===== src/rtl/capture_ctrl_if.sv =====
// Signal bundle for capture_ctrl: ADC sample input, trigger configuration,
// FIFO pointer controls and the host readout stream.
interface capture_ctrl_if #(
    parameter int unsigned DATA_WIDTH = 8,
    parameter int unsigned ADDR_SIZE  = 8
);
    logic                  arm_i;
    logic                  abort_i;
    logic [DATA_WIDTH-1:0] sample_i;
    logic                  sample_vld_i;
    logic [DATA_WIDTH-1:0] trig_level_i;
    logic                  trig_rising_i;
    logic [ADDR_SIZE:0]    post_cnt_i;
    logic                  fifo_full_i;
    logic                  fifo_empty_i;
    logic [DATA_WIDTH-1:0] fifo_rdata_i;
    logic                  fifo_wr_o;
    logic [DATA_WIDTH-1:0] fifo_wdata_o;
    logic                  fifo_rd_o;
    logic [DATA_WIDTH-1:0] out_data_o;
    logic                  out_vld_o;
    logic                  out_rdy_i;
    logic [1:0]            state_o;
    logic                  done_o;
    logic                  ovf_o;
    logic                  auto_trig_o;

    modport slave (
        input  arm_i, abort_i, sample_i, sample_vld_i, trig_level_i, trig_rising_i,
        input  post_cnt_i, fifo_full_i, fifo_empty_i, fifo_rdata_i, out_rdy_i,
        output fifo_wr_o, fifo_wdata_o, fifo_rd_o, out_data_o, out_vld_o,
        output state_o, done_o, ovf_o, auto_trig_o
    );

    modport master (
        output arm_i, abort_i, sample_i, sample_vld_i, trig_level_i, trig_rising_i,
        output post_cnt_i, fifo_full_i, fifo_empty_i, fifo_rdata_i, out_rdy_i,
        input  fifo_wr_o, fifo_wdata_o, fifo_rd_o, out_data_o, out_vld_o,
        input  state_o, done_o, ovf_o, auto_trig_o
    );
endinterface


===== src/rtl/capture_ctrl.sv =====
// Oscilloscope acquisition sequencer: pre-trigger ring, trigger, post-trigger fill, drain.
// Optional forced trigger after AUTO_SAMPLES armed samples when CAPTURE_AUTO_TRIG_EN is defined.
module capture_ctrl #(
    parameter int unsigned DATA_WIDTH   = 8,
    parameter int unsigned ADDR_SIZE    = 8,
    parameter int unsigned AUTO_SAMPLES = 1024
) (
    input logic           clk_i,
    input logic           rst_i,
    capture_ctrl_if.slave bus
);
    localparam int unsigned CntW = ADDR_SIZE + 1;

    typedef enum logic [1:0] {
        StIdle  = 2'd0,
        StArmed = 2'd1,
        StPost  = 2'd2,
        StDrain = 2'd3
    } state_e;

    if (AUTO_SAMPLES < 1) begin : g_auto_chk
        $error("AUTO_SAMPLES must be at least 1");
    end

    state_e                r_state;
    logic [DATA_WIDTH-1:0] r_prev;
    logic                  r_prev_vld;
    logic [CntW-1:0]       r_post_cnt;
    logic                  r_done;
    logic                  r_ovf;

    logic w_rise;
    logic w_fall;
    logic w_real_trig;
    logic w_force_trig;
    logic w_trig;
    logic w_wr;
    logic w_rd;
    logic w_out_vld;

    always_comb begin
        w_rise      = (r_prev < bus.trig_level_i) && (bus.sample_i >= bus.trig_level_i);
        w_fall      = (r_prev > bus.trig_level_i) && (bus.sample_i <= bus.trig_level_i);
        w_real_trig = bus.sample_vld_i && r_prev_vld && (bus.trig_rising_i ? w_rise : w_fall);
    end

`ifdef CAPTURE_AUTO_TRIG_EN
    localparam int unsigned AutoW = $clog2(AUTO_SAMPLES + 1);

    logic [AutoW-1:0] r_auto_cnt;
    logic             r_auto;

    // A real trigger on the same sample takes precedence over the forced one.
    assign w_force_trig = bus.sample_vld_i && !w_real_trig &&
                          (r_auto_cnt == AutoW'(AUTO_SAMPLES - 1));
    assign bus.auto_trig_o = r_auto;
`else
    assign w_force_trig    = 1'b0;
    assign bus.auto_trig_o = 1'b0;
`endif

    assign w_trig = w_real_trig || w_force_trig;

    always_comb begin
        w_wr      = 1'b0;
        w_rd      = 1'b0;
        w_out_vld = 1'b0;
        if (!bus.abort_i) begin
            case (r_state)
                StIdle: ;
                StArmed: begin
                    // Ring mode: a write into a full FIFO also retires the oldest word.
                    w_wr = bus.sample_vld_i;
                    w_rd = bus.sample_vld_i && bus.fifo_full_i;
                end
                StPost: begin
                    w_wr = bus.sample_vld_i && !bus.fifo_full_i;
                end
                StDrain: begin
                    w_out_vld = !bus.fifo_empty_i;
                    w_rd      = w_out_vld && bus.out_rdy_i;
                end
            endcase
        end
    end

    always_ff @(posedge clk_i or negedge rst_i) begin
        if (!rst_i) begin
            r_state    <= StIdle;
            r_prev     <= '0;
            r_prev_vld <= 1'b0;
            r_post_cnt <= '0;
            r_done     <= 1'b0;
            r_ovf      <= 1'b0;
`ifdef CAPTURE_AUTO_TRIG_EN
            r_auto_cnt <= '0;
            r_auto     <= 1'b0;
`endif
        end else begin
            r_done <= 1'b0;
            if (bus.abort_i) begin
                r_state <= StIdle;
            end else begin
                case (r_state)
                    StIdle: begin
                        // Flags stay readable after done/abort until the next arm.
                        if (bus.arm_i) begin
                            r_state    <= StArmed;
                            r_prev_vld <= 1'b0;
                            r_ovf      <= 1'b0;
`ifdef CAPTURE_AUTO_TRIG_EN
                            r_auto_cnt <= '0;
                            r_auto     <= 1'b0;
`endif
                        end
                    end
                    StArmed: begin
                        if (bus.sample_vld_i) begin
                            r_prev     <= bus.sample_i;
                            r_prev_vld <= 1'b1;
`ifdef CAPTURE_AUTO_TRIG_EN
                            r_auto_cnt <= r_auto_cnt + 1'b1;
`endif
                            if (w_trig) begin
                                r_post_cnt <= bus.post_cnt_i;
                                r_state    <= (bus.post_cnt_i == '0) ? StDrain : StPost;
`ifdef CAPTURE_AUTO_TRIG_EN
                                r_auto     <= w_force_trig;
`endif
                            end
                        end
                    end
                    StPost: begin
                        if (bus.sample_vld_i) begin
                            if (bus.fifo_full_i) begin
                                r_ovf   <= 1'b1;
                                r_state <= StDrain;
                            end else begin
                                r_post_cnt <= r_post_cnt - 1'b1;
                                if (r_post_cnt == CntW'(1)) begin
                                    r_state <= StDrain;
                                end
                            end
                        end
                    end
                    StDrain: begin
                        if (bus.fifo_empty_i) begin
                            r_state <= StIdle;
                            r_done  <= 1'b1;
                        end
                    end
                endcase
            end
        end
    end

    assign bus.fifo_wdata_o = bus.sample_i;
    assign bus.fifo_wr_o    = w_wr;
    assign bus.fifo_rd_o    = w_rd;
    assign bus.out_vld_o    = w_out_vld;
    assign bus.out_data_o   = bus.fifo_rdata_i;
    assign bus.state_o      = r_state;
    assign bus.done_o       = r_done;
    assign bus.ovf_o        = r_ovf;
endmodule


===== src/flat_wrapper.sv =====
// flat-port wrapper written by rule: the top's interface ports become plain ports
module capture_ctrl_flat 
#(
    parameter int unsigned DATA_WIDTH   = 8,
    parameter int unsigned ADDR_SIZE    = 8,
    parameter int unsigned AUTO_SAMPLES = 1024
)
  (clk_i, rst_i, bus_arm_i, bus_abort_i, bus_sample_i, bus_sample_vld_i, bus_trig_level_i, bus_trig_rising_i, bus_post_cnt_i, bus_fifo_full_i, bus_fifo_empty_i, bus_fifo_rdata_i, bus_out_rdy_i, bus_fifo_wr_o, bus_fifo_wdata_o, bus_fifo_rd_o, bus_out_data_o, bus_out_vld_o, bus_state_o, bus_done_o, bus_ovf_o, bus_auto_trig_o);
  capture_ctrl_if #(.DATA_WIDTH(DATA_WIDTH), .ADDR_SIZE(ADDR_SIZE)) bus_i ();
  input logic clk_i;
  input logic rst_i;
  input wire logic [$bits(bus_i.arm_i)-1:0] bus_arm_i;
  input wire logic [$bits(bus_i.abort_i)-1:0] bus_abort_i;
  input wire logic [$bits(bus_i.sample_i)-1:0] bus_sample_i;
  input wire logic [$bits(bus_i.sample_vld_i)-1:0] bus_sample_vld_i;
  input wire logic [$bits(bus_i.trig_level_i)-1:0] bus_trig_level_i;
  input wire logic [$bits(bus_i.trig_rising_i)-1:0] bus_trig_rising_i;
  input wire logic [$bits(bus_i.post_cnt_i)-1:0] bus_post_cnt_i;
  input wire logic [$bits(bus_i.fifo_full_i)-1:0] bus_fifo_full_i;
  input wire logic [$bits(bus_i.fifo_empty_i)-1:0] bus_fifo_empty_i;
  input wire logic [$bits(bus_i.fifo_rdata_i)-1:0] bus_fifo_rdata_i;
  input wire logic [$bits(bus_i.out_rdy_i)-1:0] bus_out_rdy_i;
  output wire logic [$bits(bus_i.fifo_wr_o)-1:0] bus_fifo_wr_o;
  output wire logic [$bits(bus_i.fifo_wdata_o)-1:0] bus_fifo_wdata_o;
  output wire logic [$bits(bus_i.fifo_rd_o)-1:0] bus_fifo_rd_o;
  output wire logic [$bits(bus_i.out_data_o)-1:0] bus_out_data_o;
  output wire logic [$bits(bus_i.out_vld_o)-1:0] bus_out_vld_o;
  output wire logic [$bits(bus_i.state_o)-1:0] bus_state_o;
  output wire logic [$bits(bus_i.done_o)-1:0] bus_done_o;
  output wire logic [$bits(bus_i.ovf_o)-1:0] bus_ovf_o;
  output wire logic [$bits(bus_i.auto_trig_o)-1:0] bus_auto_trig_o;
  assign bus_i.arm_i = bus_arm_i;
  assign bus_i.abort_i = bus_abort_i;
  assign bus_i.sample_i = bus_sample_i;
  assign bus_i.sample_vld_i = bus_sample_vld_i;
  assign bus_i.trig_level_i = bus_trig_level_i;
  assign bus_i.trig_rising_i = bus_trig_rising_i;
  assign bus_i.post_cnt_i = bus_post_cnt_i;
  assign bus_i.fifo_full_i = bus_fifo_full_i;
  assign bus_i.fifo_empty_i = bus_fifo_empty_i;
  assign bus_i.fifo_rdata_i = bus_fifo_rdata_i;
  assign bus_i.out_rdy_i = bus_out_rdy_i;
  assign bus_fifo_wr_o = bus_i.fifo_wr_o;
  assign bus_fifo_wdata_o = bus_i.fifo_wdata_o;
  assign bus_fifo_rd_o = bus_i.fifo_rd_o;
  assign bus_out_data_o = bus_i.out_data_o;
  assign bus_out_vld_o = bus_i.out_vld_o;
  assign bus_state_o = bus_i.state_o;
  assign bus_done_o = bus_i.done_o;
  assign bus_ovf_o = bus_i.ovf_o;
  assign bus_auto_trig_o = bus_i.auto_trig_o;
  capture_ctrl #(.DATA_WIDTH(DATA_WIDTH), .ADDR_SIZE(ADDR_SIZE), .AUTO_SAMPLES(AUTO_SAMPLES)) u_core (.clk_i(clk_i), .rst_i(rst_i), .bus(bus_i));
endmodule

===== config.mk =====
export PLATFORM = sky130hd
export DESIGN_NAME = capture_ctrl_flat
export DESIGN_NICKNAME = d
export VERILOG_FILES = /design/src/rtl/capture_ctrl_if.sv /design/src/rtl/capture_ctrl.sv /design/src/flat_wrapper.sv
export SDC_FILE = /design/constraint.sdc
export NUM_CORES = 1
export LEC_CHECK = 0
export CAP_MARGIN = 40
export CORE_ASPECT_RATIO = 0.8
export CORE_UTILIZATION = 30
export DETAILED_ROUTE_END_ITERATION = 7
export GPL_TIMING_DRIVEN = 0
export PLACE_DENSITY = 0.68
export SLEW_MARGIN = 20
export SYNTH_ARGS = -nofsm -noshare
export SYNTH_HDL_FRONTEND = slang
export SYNTH_SLANG_ARGS = --single-unit

===== constraint.sdc =====
create_clock -name clk_i -period 2.75 [get_ports clk_i]
set_input_delay 0.55 -clock clk_i [delete_from_list [all_inputs] [get_ports clk_i]]
set_output_delay 0.55 -clock clk_i [all_outputs]
set_load 0.05 [all_outputs]

# After elaboration in Yosys (flattened, before gate mapping)
# Cells that the tools add are included.
[totals]
reg_bits = 22
out_inout_bits = 24
[classes]
n_reduce_logical = 19
magnitude_cmp = 4
add_sub_neg = 1
muxes = 31
n_bitwise = 1
n_eq_ne = 16
[op_table]
columns = ["cell", "n"]
rows = [
  ["$mux 9", 4],
  ["$pmux 9 s2", 1],
  ["$mux 2", 8],
  ["$mux 1", 13],
  ["$ne 3x3->1 const B", 4],
  ["$reduce_and 6->1", 2],
  ["$ne 2x2->1 const B", 5],
  ["$eq 9x1->1 const B", 1],
  ["$logic_not 9->1", 1],
  ["$sub 9x1->9 const B", 1],
  ["$ge 8x8->1", 1],
  ["$gt 8x8->1", 1],
  ["$le 8x8->1", 1],
  ["$lt 8x8->1", 1],
  ["$pmux 1 s2", 4],
  ["$pmux 2 s4", 1],
  ["$logic_and 1x1->1", 7],
  ["$reduce_bool 2->1", 3],
  ["$reduce_and 5->1", 1],
  ["$eq 2x2->1 const B", 2],
  ["$ne 4x3->1 const B", 1],
  ["$reduce_and 4->1", 1],
  ["$ne 3x2->1 const B", 1],
  ["$reduce_and 3->1", 1],
  ["other kinds (5)", 6],
]

# Logic depth before layout (Yosys ltp)
[logic_depth]
depth_word = 8
ltp_mapped = 10
ltp_nobuf = 9

# Worst setup path before layout
# No wires, ideal clock.
[synth_timing]
path_kind = "reg-to-output"
startpoint = "register u_core.r_state[1], in the netlist u_core.bus.state_o[1]"
endpoint = "output bus_fifo_rd_o"
t_required_ns = 2.200
t_arrival_ns = 2.717
path_buffers = 0
path_stages_with_launch = 4
setup_slack_ns = -0.517
path_cell_list = "dfrtp_1 ha_1 nor3b_1 a32o_1"
[synth_between]
elab_chain_len = 3
word_cells_on_any_way = 4
cone_classes = "eq/ne: 2; mux: 2"
[synth_lines]
columns = ["item", "line_no", "source"]
rows = [
  ["start: declaration", "capture_ctrl.sv:25", "state_e r_state;"],
  ["start signal: assignment", "capture_ctrl.sv:89", "r_state <= StIdle;"],
  ["start signal: assignment", "capture_ctrl.sv:102", "r_state <= StIdle;"],
  ["start signal: assignment", "capture_ctrl.sv:108", "r_state <= StArmed;"],
  ["$eq 2x2->1 or $eq 2x1->1 (tied branches)", "capture_ctrl.sv:69", "case (r_state)"],
  ["$pmux 1 s2 (*)", "capture_ctrl.sv:69", ""],
  ["$mux 1 (*)", "capture_ctrl.sv:68", "if (!bus.abort_i) begin"],
  ["end: declaration", "flat_wrapper.sv:25", "output wire logic [$bits(bus_i.fifo_rd_o)-1:0] bus_fifo_rd_o;"],
]
# Every way passes the cells marked *; elsewhere a longest branch is shown, timed or not.

# Final worst setup path
[layout_timing]
startpoint = "input bus_trig_level_i[5]"
endpoint = "register u_core.r_post_cnt[0]"
[layout_between]
elab_chain_len = 6
word_cells_on_any_way = 10
cone_classes = "order compare: 4; eq/ne: 1; mux: 1; reduce/logical: 4"
[layout_lines]
columns = ["item", "line_no", "source"]
rows = [
  ["start: declaration", "flat_wrapper.sv:16", "input wire logic [$bits(bus_i.trig_level_i)-1:0] bus_trig_level_i;"],
  ["$gt 8x8->1 (tied with other cells)", "capture_ctrl.sv:43", "w_fall = (r_prev > bus.trig_level_i) && (bus.sample_i <= bus.trig_level_i);"],
  ["$logic_and 1x1->1, on equally long branches", "capture_ctrl.sv:43, capture_ctrl.sv:42", ""],
  ["$mux 1 (*)", "capture_ctrl.sv:44", "w_real_trig = bus.sample_vld_i && r_prev_vld && (bus.trig_rising_i ? w_rise : w_fall);"],
  ["$logic_and 1x1->1 (*)", "capture_ctrl.sv:44", ""],
  ["$ne 2x1->1 (no line) (*)", "n/a", ""],
  ["$reduce_and 6->1 (no line) (*)", "n/a", ""],
  ["end signal: assignment", "capture_ctrl.sv:125", "r_post_cnt <= bus.post_cnt_i;"],
  ["end signal: assignment", "capture_ctrl.sv:139", "r_post_cnt <= r_post_cnt - 1'b1;"],
  ["end: declaration", "capture_ctrl.sv:28", "logic [CntW-1:0] r_post_cnt;"],
]
# Marks and branches as above.
# A chain may end at the register's enable or synchronous reset.

==> flow_summary.toml <==
[grt]
grt_pass1_vias = 1752
grt-ovfl-total = 0
grtUsageTotal_pct = 14.7
grt_pass1_wl_um = 8030
grtUsageMet1_pct = 21.3
grt_util_met2_pct = 22.6
global_route.usage.met3_pct = 3.17
busiest_layer = "met2"
grt_max_degree = 13
antenna_found_initial = 0

[placed_design]
globalplace.congestion = 0.816
numPortBuffers = 56
dp_slack_ps = -319
dp_hpwl_um = 3960
place_inst = 362

[routing]
dr_total_vias = 1856
first_iter_violations = 116
drt_pass1_iterations = 4
drc = 0
viasPerCell = 5.07
wl_um = 4840
antenna_left = 0
drt-wirelength-per-cell_um = 13.2

[sta]
tightest_slew_ps = 591
hold_viol = 0
setup_violations = 0
finClkSkew_ps = 1.86
period_minus_slack_ps = 2630
fin_crit_sh_pct = 95.7
fmax_mhz = 380
fin_ws_ps = 117
slew_violations = 0
setup_tns_ps = 0
rsz0062_at_grt = "yes"
maxSlewHeadroom_pct = 60.3

[layout]
stdcell_count = 366
n_fill_cell = 603
final_util_pct = 45.0
drive_gt1_share_pct = 15.4
area_delta_synth_final_pct = 40.5
nNetsFinal = 352
diodes = 0

[cts]
worstSkewPairLatency_ps = 260
cts_tree = "built"
cts-root-buf = "clkbuf_8"
clk_path_buf_depth = 2
numCtsBuffers = 3
clkSlewWorstSetupHoldPaths_ps = 80
htree_levels = 1
clkSinkCount = 22

[synthesis]
yosysSeqAreaShare_pct = 28.3
synth_edf_count = 0
synthFlopType = "dfrtp_1"
syn-num-nets = 289
postSynthCellCount = 224
yosysWarnings = 0
mappedNetlistArea_um2 = 1940
syn_area_per_cell_um2 = 8.68
async_flop_share_pct = 100
synth_cell_types = 50
synth-seq-cells = 22

[setup_path]
critPathArrivalTime_ps = 2820
slowest_delay_ps = 450
crit_buf_inv = 3
crit_top_cell = "o21ai_1"
crit_path_end_kind = "flip-flop"
startpoint_type = "input port"
worstPathMaxFanout = 10
required_ps = 2940
critPathKind = "in -> reg"
cpMaxStageDelayCell = "clkdlybuf4s50_1"
crit_chain = "clkdlybuf4s50_1, inv_1, ha_1, a21o_1, a31o_1, a211o_1, nor2_1, o311a_1, buf_6, o21ai_1, o21ai_1"
path_delay_family = "compound AO/OA/AOI/OAI gates"

[pwr]
peakVddDrop_v = 0.000325
p_per_area_nw_per_um2 = 694
power.leakage_nw = 1.20

[floorplanning]
num_io_pins = 66
initial_core_util_pct = 32.0
die_x_um = 92.0
rows = 25
dieArea_um2 = 6810
chipHeight_um = 74.0
coreArea_um2 = 6070

[outcome]
status = "finished, final reports clean"

[run]
cap_violations = 0

[hold_path]
hp-class = "reg -> reg"
[flip-flops by register name, indices dropped and copies added (netlist names)]
register and cells:
u_core.r_post_cnt 9, u_core.bus.state_o 2, u_core.r_prev 8, u_core.bus.done_o 1, u_core.r_prev_vld 1, u_core.bus.ovf_o 1
[logic make-up (layout without fill, tap and decap cells)]
group | Yosys count | after routing | share of synthesized area, %
mux | 7 | 7 | 4.05
fa+ha+maj | 23 | 23 | 14.8
compound gates | 62 | 62 | 23.2
buf+inv | 39 | 100 | 10.9
flops | 22 | 22 | 28.3
simple gates | 70 | 70 | 18.5
other cells | 1 | 1 | 0.193
[synthesized netlist by cell type (3+ instances only)]
| library cell | n | area share (%) |
|---|---|---|
| ha_1 | 23 | 15 |
| dfrtp_1 | 22 | 28 |
| inv_1 | 18 | 3.5 |
| buf_4 | 17 | 6.6 |
| nor2_1 | 17 | 3.3 |
| nand2_1 | 16 | 3.1 |
| a21oi_1 | 13 | 3.3 |
| o21ai_0 | 8 | 2.1 |
| mux2_2 | 7 | 4.1 |
| nand4_1 | 6 | 1.9 |
| a21o_1 | 5 | 1.9 |
| nor3_1 | 5 | 1.3 |
| nand3_1 | 4 | 1.0 |
| nor4_1 | 4 | 1.3 |
| o21ai_1 | 4 | 1.0 |
| a211oi_1 | 3 | 1.2 |
| and4_1 | 3 | 1.4 |
| nand2b_1 | 3 | 0.97 |
| nor2b_1 | 3 | 0.97 |
| o211a_1 | 3 | 1.5 |
| o211ai_1 | 3 | 1.2 |
[routing by layer]
metal  share of wire (%)  wire, um
met5                   0         0
met4                0.64        31
met3                 6.8       331
met2                  42      2010
met1                  51      2470
[path summary, 6_finish.rpt]
path / startpoint / to / slack, ps / depth (start not counted)
max: bus_trig_level_i[5] / u_core.r_post_cnt[0] / 120 / 11
min: u_core.r_prev[4] / u_core.r_prev[4] / 520 / 1
max reg2reg: u_core.bus.state_o[1] / u_core.r_post_cnt[4] / 510 / 7
min reg2reg: u_core.r_prev[4] / u_core.r_prev[4] / 520 / 1
max in group asynchronous: rst_i / u_core.r_prev[6] / 1620 / 2
min in group asynchronous: rst_i / u_core.r_prev[2] / 640 / 1
[layout by cell type, fill, tap and decap left out, drive strengths merged, types with 2 or more instances in the layout]
cell / Yosys / layout
a211oi: 4 / 4
mux2: 7 / 7
o21ai: 12 / 12
nand3: 4 / 4
nor4: 4 / 4
dfrtp: 22 / 22
o211ai: 3 / 3
nor2: 17 / 17
a21o: 5 / 5
and2: 2 / 2
nand4: 6 / 6
o211a: 3 / 3
o22ai: 2 / 2
and4: 3 / 3
nor2b: 3 / 3
nand2: 16 / 16
o21ba: 2 / 2
nand2b: 3 / 3
buf: 19 / 21
clkdlybuf4s50: 0 / 53
o2111ai: 2 / 2
clkbuf: 2 / 7
inv: 18 / 18
o41ai: 2 / 2
nor3b: 2 / 2
a21oi: 13 / 13
a41oi: 2 / 2
nor3: 6 / 6
ha: 23 / 23
[power breakdown]
part           leakage (nW)  internal, mW  switching (mW)
registers             0.265         0.460           0.122
clock network        0.0216        0.0979           0.103
logic                 0.915         0.477           0.634
total                  1.20          1.03           0.860
[per-stage QoR]
stage | power, mW | hold slack [ps] | cell area (um2)
detailed placement | 1.65 | 499 | 2630
CTS | 1.86 | 518 | 2670
global placement | 1.62 | 467 | 2610
floorplan | 1.34 | 254 | 1950
global route | 2.06 | 536 | 2730
finish | 1.89 | 517 | 2730
[repair_timing]
item	CTS	global route
pin swaps	2	2
endpoints found under the setup margin	5	12
buffers inserted	0	1
hold endpoints to repair	0	0
hold buffers	0	0
gates resized for setup	3	15
[final cells by class]
class | count | area, um2 | area share (%)
tap | 81 | 101 | 3.71
buffer | 21 | 150 | 5.50
sequential | 22 | 551 | 20.2
timing repair buffer | 58 | 576 | 21.1
multi-input combinational | 163 | 1240 | 45.6
clock buffer | 3 | 41.3 | 1.51
inverter | 18 | 67.6 | 2.47
[worst register-to-register path, cell delays in order, from the launching register on]
cell,delay (ps)
dfrtp_1,440
inv_1,150
ha_1,150
clkbuf_1,280
nand2_1,390
nor2_1,250
o2111ai_2,210
o221a_1,270
Power figures use the tool's default switching activity.
